`config.mk`:
```
export PLATFORM = sky130hd
export DESIGN_NAME = serial_word_deser_flat
export DESIGN_NICKNAME = d
export VERILOG_FILES = /design/src/rtl/serial_word_deser_if.sv /design/src/rtl/serial_word_deser.sv /design/src/flat_wrapper.sv
export SDC_FILE = /design/constraint.sdc
export NUM_CORES = 1
export LEC_CHECK = 0
export CELL_PAD_IN_SITES_DETAIL_PLACEMENT = 0
export CELL_PAD_IN_SITES_GLOBAL_PLACEMENT = 1
export CORE_UTILIZATION = 40
export CTS_CLUSTER_SIZE = 8
export DETAILED_ROUTE_END_ITERATION = 7
export GPL_TIMING_DRIVEN = 0
export MAX_ROUTING_LAYER = met4
export PLACE_DENSITY = 0.77
export SYNTH_ARGS = -nofsm -noshare
export SYNTH_HDL_FRONTEND = slang
export SYNTH_SLANG_ARGS = --single-unit
```
`constraint.sdc`:
```
create_clock -name clk -period 2.16 [get_ports clk]
set_input_delay 0.324 -clock clk [delete_from_list [all_inputs] [get_ports clk]]
set_output_delay 0.324 -clock clk [all_outputs]
set_load 0.1 [all_outputs]
```
`src/rtl/serial_word_deser_if.sv`:
```
// Serial bit stream in, framed parallel word out with valid/ready, plus status flags.
interface serial_word_deser_if #(
    parameter int WIDTH = 8
);
    logic             serial_in;
    logic             serial_valid;
    logic             start;
    logic [WIDTH-1:0] data;
    logic             data_valid;
    logic             data_ready;
    logic             busy;
    logic             overrun;
    logic             clear_err;

    modport master (
        output serial_in, serial_valid, start, data_ready, clear_err,
        input  data, data_valid, busy, overrun
    );

    modport slave (
        input  serial_in, serial_valid, start, data_ready, clear_err,
        output data, data_valid, busy, overrun
    );
endinterface

```
`src/rtl/serial_word_deser.sv`:
```
// LSB-first serial-to-parallel deserializer; word valid the cycle after its last bit.
// One-word holding slot; a completion into a full, undrained slot is dropped and flags overrun.
module serial_word_deser #(
    parameter int WIDTH = 8
) (
    input  logic                  clk,
    input  logic                  rst,
    serial_word_deser_if.slave    bus
);
    localparam int CW = $clog2(WIDTH + 1);

    typedef enum logic {IDLE, SHIFT} state_t;

    state_t           state, state_nxt;
    logic [CW-1:0]    cnt, cnt_nxt;
    // Only the WIDTH-1 most recent bits are stored; the final bit joins them on completion.
    logic [WIDTH-2:0] sr, sr_nxt;
    logic [WIDTH-1:0] word;
    logic             complete;

    logic [WIDTH-1:0] data_q;
    logic             data_valid_q;
    logic             overrun_q;
    logic             load;
    logic             drop;

    assign word = {bus.serial_in, sr};

    always_comb begin
        state_nxt = state;
        cnt_nxt   = cnt;
        sr_nxt    = sr;
        complete  = 1'b0;
        if (bus.serial_valid) begin
            if (bus.start) begin
                // A start always begins a fresh word, abandoning any partial one.
                sr_nxt           = '0;
                sr_nxt[WIDTH-2]  = bus.serial_in;
                cnt_nxt          = CW'(1);
                state_nxt        = SHIFT;
            end else if (state == SHIFT) begin
                sr_nxt = word[WIDTH-1:1];
                if (cnt == CW'(WIDTH - 1)) begin
                    complete  = 1'b1;
                    cnt_nxt   = '0;
                    state_nxt = IDLE;
                end else begin
                    cnt_nxt = cnt + CW'(1);
                end
            end
        end
    end

    always_ff @(posedge clk or posedge rst) begin
        if (rst) begin
            state <= IDLE;
            cnt   <= '0;
            sr    <= '0;
        end else begin
            state <= state_nxt;
            cnt   <= cnt_nxt;
            sr    <= sr_nxt;
        end
    end

    assign load = complete && (!data_valid_q || bus.data_ready);
    assign drop = complete && data_valid_q && !bus.data_ready;

    always_ff @(posedge clk or posedge rst) begin
        if (rst) begin
            data_q       <= '0;
            data_valid_q <= 1'b0;
            overrun_q    <= 1'b0;
        end else begin
            if (load) begin
                data_q       <= word;
                data_valid_q <= 1'b1;
            end else if (data_valid_q && bus.data_ready) begin
                data_valid_q <= 1'b0;
            end
            // Overrun event wins over a simultaneous clear.
            if (drop) begin
                overrun_q <= 1'b1;
            end else if (bus.clear_err) begin
                overrun_q <= 1'b0;
            end
        end
    end

    assign bus.data       = data_q;
    assign bus.data_valid = data_valid_q;
    assign bus.overrun    = overrun_q;
    assign bus.busy       = (state == SHIFT);
endmodule

```
`src/flat_wrapper.sv`:
```
// flat-port wrapper written by rule: the top's interface ports become plain ports
module serial_word_deser_flat 
#(
    parameter int WIDTH = 8
)
  (clk, rst, bus_serial_in, bus_serial_valid, bus_start, bus_data_ready, bus_clear_err, bus_data, bus_data_valid, bus_busy, bus_overrun);
  serial_word_deser_if #(.WIDTH(WIDTH)) bus_i ();
  input  logic clk;
  input  logic rst;
  input wire logic [$bits(bus_i.serial_in)-1:0] bus_serial_in;
  input wire logic [$bits(bus_i.serial_valid)-1:0] bus_serial_valid;
  input wire logic [$bits(bus_i.start)-1:0] bus_start;
  input wire logic [$bits(bus_i.data_ready)-1:0] bus_data_ready;
  input wire logic [$bits(bus_i.clear_err)-1:0] bus_clear_err;
  output wire logic [$bits(bus_i.data)-1:0] bus_data;
  output wire logic [$bits(bus_i.data_valid)-1:0] bus_data_valid;
  output wire logic [$bits(bus_i.busy)-1:0] bus_busy;
  output wire logic [$bits(bus_i.overrun)-1:0] bus_overrun;
  assign bus_i.serial_in = bus_serial_in;
  assign bus_i.serial_valid = bus_serial_valid;
  assign bus_i.start = bus_start;
  assign bus_i.data_ready = bus_data_ready;
  assign bus_i.clear_err = bus_clear_err;
  assign bus_data = bus_i.data;
  assign bus_data_valid = bus_i.data_valid;
  assign bus_busy = bus_i.busy;
  assign bus_overrun = bus_i.overrun;
  serial_word_deser #(.WIDTH(WIDTH)) u_core (.clk(clk), .rst(rst), .bus(bus_i));
endmodule
```
# Yosys cells after proc, flatten, opt, wreduce, memory -nomap -nowiden

Index checks and enable logic that the tools add are counted.

Flip-flop bits (word level): 22
Input bits: 7
Output and inout bits: 11

Multiplexer cells: 16
Equality and inequality tests: 1
$add $sub $neg: 1
Reductions and logical operators: 11

Operator list:

| cell                | count |
|---|---|
| $mux 7              | 2 |
| $mux 4              | 3 |
| $mux 1              | 11 |
| $reduce_bool 2->1   | 3 |
| $add 4x1->4 const B | 1 |
| $eq 4x3->1 const B  | 1 |
| $logic_and 1x1->1   | 4 |
| $logic_not 1->1     | 2 |
| $reduce_and 2->1    | 1 |
| $logic_or 1x1->1    | 1 |

# Depth between registers and ports, before layout

Gate-level depths: netlist (run 1).

Word-level depth: 8
Mapped depth: 4
Depth with buffers taken out: 4

# Worst setup path before layout (run 1)

Ideal clock, no wire load.

Path kind: flip-flop to flip-flop
Start: register u_core.state (netlist: u_core.bus.busy)
End: register u_core.data_q[0] (netlist: u_core.bus.data[0])
Stages on the path, launching flop included: 4
Clock period less this slack: 2.101 ns
Slack: 0.059 ns
Path buffers: 0
Arrival: 1.975 ns
Path through: dfrtp_1 -> nand4b_4 -> nor4b_4 -> mux2_2

Longest elaborated chain between the ends: 4

RTL lines:

| element                | RTL line                | RTL |
|---|---|---|
| start, declared        | serial_word_deser.sv:14 | `state_t state, state_nxt;` |
| start signal, assigned | serial_word_deser.sv:60 | `state <= state_nxt;` |
| $mux 1                 | serial_word_deser.sv:41 | `end else if (state == SHIFT) begin` |
| $mux 1                 | serial_word_deser.sv:35 | `if (bus.start) begin` |
| $mux 1                 | serial_word_deser.sv:34 | `if (bus.serial_valid) begin` |
| $logic_and 1x1->1      | serial_word_deser.sv:66 | `assign load = complete && (!data_valid_q \|\| bus.data_ready);` |
| end signal, assigned   | serial_word_deser.sv:76 | `data_q <= word;` |
| end, declared          | serial_word_deser.sv:21 | `logic [WIDTH-1:0] data_q;` |

Every way passes these cells.
A chain may end at the register's enable or synchronous reset.

# Worst setup path after layout (run 1)

Start: register u_core.data_q[0] (netlist: u_core.bus.data[0])
End: output bus_data[0]

RTL lines:

| element       | RTL line           | RTL |
|---|---|---|
| end, declared | flat_wrapper.sv:15 | `output wire logic [$bits(bus_i.data)-1:0] bus_data;` |

No word-level cell between the ends.

==> flow_summary.toml, run 1 <==
[run_status]
status = "finished, final reports clean"

[final_layout]
layout_common_cells = "22 x dfrtp_1, 9 x mux2_2, 9 x clkdlybuf4s50_1"
nFillCells = 206
drive_above_1_share_pct = 17.4
design_area_mm2 = 0.00118
n_antenna_cell = 0
regArea_um2 = 551
layout_commonest_cell = "dfrtp_1"
multi_input_area_um2 = 373
fin_nets = 102
final_core_util_pct = 52.8
area_delta_synth_final_pct = 22.8

[logic_synthesis]
syn_area_um2 = 961
synth_edf_count = 0
ys_ff_latch = 22
ys_types = 27
yosysWarnings = 0
synthArstFlopShare_pct = 100
yosysSeqAreaShare_pct = 57.3
avgSynthCellArea_um2 = 13.0
synth_flop_cell = "dfrtp_1"
postSynthCellCount = 74
syn_nets = 82

[setup_path]
cp_data_arrival_time_ps = 1790
path_class = "flip-flop to output pin"
max_stage_delay_ps = 1130
cp_top_family = "buffers and inverters"
path_max_fanout = 2
path_cells = "clkdlybuf4s50_1"
setup.worst_path.end_class = "output pin"
crit_required_ps = 1840
crit_path_start_kind = "flip-flop"
cpMaxStageDelayCell = "clkdlybuf4s50_1"
crit_buf_inv = 1

[floorplan]
core.rowCount = 17
ios = 18
dieWidth_um = 51.0
die_h_um = 51.0
die-area_mm2 = 0.00260
core_mm2 = 0.00223
start_util_pct = 43.0

[global_routing]
first_global_vias = 579
overflow = 0
grt_start_max_net_pins = 23
track_usage_pct = 14.7
grt_pass1_wl_um = 2710
antenna_found_initial = 0

[placed_design]
place_hpwl_um = 1140
portBuffers = 15
place_congestion = 0.765
place_area_mm2 = 0.00115

[sta]
hold_viol_final = 0
setup_viol = 0
min_period_over_period_pct = 97.7
finalSetupTns_ps = 0
worst_pin_slew_ps = 970
finalClockSkew_ps = 1.17
grt_setup_unrepaired = "false"
fmax_ghz = 0.474
maxSlewHeadroom_pct = 35.2
layout_min_cycle_time_ps = 2110
whs_ps = 223
finalMaxSlewViolations = 0

[clock_tree]
cts_num_sinks = 22
clk_latency_ps = 300
cts_root_buf = "clkbuf_4"
clk_path_buf_depth = 2
cts_tree = "built"
postCtsSetupRepairBufs = 0
numCtsBuffers = 3
path_clk_slew_ps = 110
htree_levels = 1
ctsHoldBuffers = 0

[power_and_ir_drop]
p_per_area_mw_per_mm2 = 744
leakage_uw = 0.000613
peakVddDrop_mv = 0.476

[detailed_routing]
drtPass1Iterations = 3
wl_per_cell_um = 13.1
ant_nets = 0
wl_um = 1570
route.vias.total = 635
drtIter0Drc = 7
route.detailed.drc = 0
via_per_inst = 5.29

[run]
maxCapViolations = 0

[worst_hold_path]
hp-class = "primary input to flip-flop"
[kinds of logic (layout without fill, tap and decap cells)]
kind of cell    count (synthesis)  after routing  synth area share [%]
fa+ha+maj                       1              1                  1.30
buf+inv                         7             25                  3.91
flops                          22             22                  57.3
mux                             9              9                  10.5
simple gates                   16             16                  12.6
compound gates                 19             19                  14.3
[final timing paths]
| kind | from | endpoint | slack [ps] | cells past startpoint |
|---|---|---|---|---|
| min in group asynchronous | rst | u_core.sr[3]$_DFFE_PP0P_ | 470 | 2 |
| setup reg to reg | u_core.cnt[0]$_DFFE_PP0P_ | u_core.bus.data[2]$_DFFE_PP0P_ | 320 | 4 |
| hold reg to reg | u_core.bus.data[3]$_DFFE_PP0P_ | u_core.bus.data[3]$_DFFE_PP0P_ | 510 | 1 |
| hold / removal | bus_start | u_core.sr[1]$_DFFE_PP0P_ | 220 | 2 |
| max in group asynchronous | rst | u_core.bus.data[1]$_DFFE_PP0P_ | 1190 | 2 |
| setup / recovery | u_core.bus.data[0]$_DFFE_PP0P_ | bus_data[0] | 50 | 1 |
[layout make-up]
type                    count  share of cell area [%]
repair buffers             15                    13.7
well taps                  28                    2.97
multi-input cells          45                    31.6
plain buffers               3                    1.91
clock buffers               3                    1.91
flip-flops and latches     22                    46.7
inverters                   4                    1.27
[stage by stage]
| step | setup WS (ps) | instances | power (uW) |
|---|---|---|---|
| floorplan | 59.0 | 74 | 655 |
| global placement | 201 | 117 | 708 |
| detailed placement | 196 | 117 | 712 |
| CTS | 27.5 | 120 | 889 |
| global route | 3.10 | 120 | 918 |
| finish | 50.4 | 120 | 878 |
[repair_timing]
action                     4_1_cts  5_1_grt
cloned                           0        0
gates resized for setup          1        5
setup endpoints to repair        1        5
[registers in the layout, indices dropped and copies added, names as in the netlist]
signal                 count
u_core.bus.overrun         1
u_core.bus.data            8
u_core.cnt                 4
u_core.bus.data_valid      1
u_core.bus.busy            1
u_core.sr                  7
[power breakdown]
| group | internal, uW | switching (uW) | leakage [uW] |
|---|---|---|---|
| Sequential | 446 | 29.8 | 0.000293 |
| Combinational | 68.0 | 156 | 0.000306 |
| Clock | 65.0 | 113 | 0.0000138 |
[synth_stat cells, types with 2 or more instances]
library cell   n  share of area, %
a31oi_1        2               1.3
inv_1          4               1.6
nand2b_1       2               1.3
dfrtp_1       22                57
a22o_1         5               4.6
nor2b_1        2               1.3
nand2_1        5               2.0
o21ai_0        4               2.1
mux2_2         9                11
o2bb2ai_1      2               1.8
[routing by layer]
layer	GRT usage [%]	wire, um
met4	2.78	14
met2	21.1	702
met1	19.9	768
met5	-	0
met3	5.65	86
Note: power is estimated with default switching activity, not from simulation.
==> run 2: changes to the inputs <==
--- a/config.mk
+++ b/config.mk
@@ -7,6 +7,7 @@
 export LEC_CHECK = 0
 export CELL_PAD_IN_SITES_DETAIL_PLACEMENT = 0
 export CELL_PAD_IN_SITES_GLOBAL_PLACEMENT = 1
+export CORE_MARGIN = 5
 export CORE_UTILIZATION = 40
 export CTS_CLUSTER_SIZE = 8
 export DETAILED_ROUTE_END_ITERATION = 7
==> flow_summary.toml, run 2 (synthesized netlist as in run 1, its figures left out) <==
[detailed_routing]
drtPass1Iterations = 4
via_per_inst = 5.40
ant_nets = 0
drtIter0Drc = 9
wl_per_cell_um = 14.9
route.vias.total = 654
wl_met3_um = 80
wl_met2_um = 887
wl_um = 1800
wl_met1_um = 821
route.detailed.drc = 0
highest_layer = "met4"

[setup_path]
crit_required_ps = 1840
max_stage_delay_ps = 880
crit_buf_inv = 1
worstSetupPathDepth = 1
crit_path_start_kind = "flip-flop"
cp_data_arrival_time_ps = 1610
setup.worst_path.end_class = "output pin"
ff2ff_setup_slack_ps = 320
path_class = "flip-flop to output pin"
ff2ff_path_depth = 4
path_cells = "dlygate4sd2_1"
cpMaxStageDelayCell = "dlygate4sd2_1"
path_max_fanout = 4
cp_top_family = "buffers and inverters"

[global_routing]
grt_pass1_wl_um = 3040
overflow = 0
track_usage_pct = 11.8
grt_start_max_net_pins = 23
first_global_vias = 658
antenna_found_initial = 0

[floorplan]
start_util_pct = 42.6
die-area_mm2 = 0.00348
die_h_um = 59.0
core_mm2 = 0.00225
core.rowCount = 17
ios = 18
dieWidth_um = 59.0

[final_layout]
layout_common_cells = "22 x dfrtp_1, 10 x dlymetal6s2s_1, 9 x mux2_2, 5 x nand2_1, 5 x a22o_1"
fin_nets = 102
layout_commonest_cell = "dfrtp_1"
drive_above_1_share_pct = 18.3
largest_reg_flops = 8
final_core_util_pct = 53.5
area_delta_synth_final_pct = 25.5
final_cells = 121
n_antenna_cell = 0
nFillCells = 206

[worst_hold_path]
hp-class = "primary input to flip-flop"
worstHoldPathCells = 2

[sta]
min_period_over_period_pct = 89.8
layout_min_cycle_time_ps = 1940
finalClockSkew_ps = 6.06
finalMaxSlewViolations = 0
grt_setup_unrepaired = "false"
fin_ws_ps = 221
setup_viol = 0
maxSlewHeadroom_pct = 35.1
fmax_ghz = 0.516
hold_viol_final = 0
worst_pin_slew_ps = 972
finalSetupTns_ps = 0

[clock_tree]
numCtsBuffers = 3
clk_path_buf_depth = 2
path_clk_slew_ps = 110
cts_root_buf = "clkbuf_4"
clk_latency_ps = 300
cts_tree = "built"
htree_levels = 1
postCtsSetupRepairBufs = 0
cts_num_sinks = 22

[run_status]
status = "finished, final reports clean"

[placed_design]
place_inst = 117
portBuffers = 15
place_congestion = 0.760
dpl_worst_slack_ps = 171
place_hpwl_um = 1320

[power_and_ir_drop]
leakage_uw = 0.000713
p_per_area_mw_per_mm2 = 763
power_uw = 920
peakVddDrop_mv = 0.478

[run]
maxCapViolations = 0
run 2: cell types whose count changed in the layout (fill, tap and decap cells not counted), sizes merged:
| cell | before | now |
|---|---|---|
| dlymetal6s2s | 5 | 10 |
| clkdlybuf4s50 | 9 | 4 |
| clkbuf | 4 | 5 |
run 2: stage by stage:
stage | area, um^2 | hold WS [ps]
2_1_floorplan | 961 | 313
3_3_place_gp | 1150 | 490
3_5_place_dp | 1150 | 496
4_1_cts | 1180 | 218
5_1_grt | 1210 | 213
6_report | 1210 | 230
run 2: metal layers:
metal / vias up / GRT usage (%)
li1: 314 / -
met1: 326 / 14.6
met2: 12 / 18.5
met3: 2 / 4.79
met4: 0 / 1.94
met5: - / -
run 2: final timing paths:
path	startpoint	endpoint
min	bus_start	u_core.sr[2]$_DFFE_PP0P_
min in group asynchronous	rst	u_core.bus.data[4]$_DFFE_PP0P_
min reg2reg	u_core.bus.data[7]$_DFFE_PP0P_	u_core.bus.data[7]$_DFFE_PP0P_
max	u_core.bus.busy$_DFFE_PP0P_	bus_busy
max reg2reg	u_core.cnt[0]$_DFFE_PP0P_	u_core.bus.data[6]$_DFFE_PP0P_
max in group asynchronous	rst	u_core.sr[2]$_DFFE_PP0P_
run 2: layout make-up:
class | instances | area, um^2 | share of cell area [%]
Multi-Input combinational cell | 45 | 373 | 30.9
Inverter | 4 | 15.0 | 1.24
Timing Repair Buffer | 15 | 174 | 14.4
Clock buffer | 4 | 36.3 | 3.01
Tap cell | 28 | 35.0 | 2.90
Sequential cell | 22 | 551 | 45.6
Buffer | 3 | 22.5 | 1.87
run 2: what timing repair did:
item | CTS | global route
hold endpoints to repair | 0 | 0
cloned | 0 | 0
endpoints found under the setup margin | 1 | 10
hold buffers | 0 | 0
gates resized for setup | 1 | 10
run 2: power by group:
group          leakage (uW)  switching [uW]  internal, uW  total [uW]
Clock             0.0000210             115           103         218
Combinational      0.000399             159          68.2         227
Sequential         0.000293            29.5           446         475
Total              0.000713             303           617         920
run 2: worst register-to-register path: cells and delay by family, from the launching register on:
kind,cells,cell delay (ps)
adders and majority gates,1,250
and+or+nand+nor,2,650
DFF,1,430
muxes,1,410
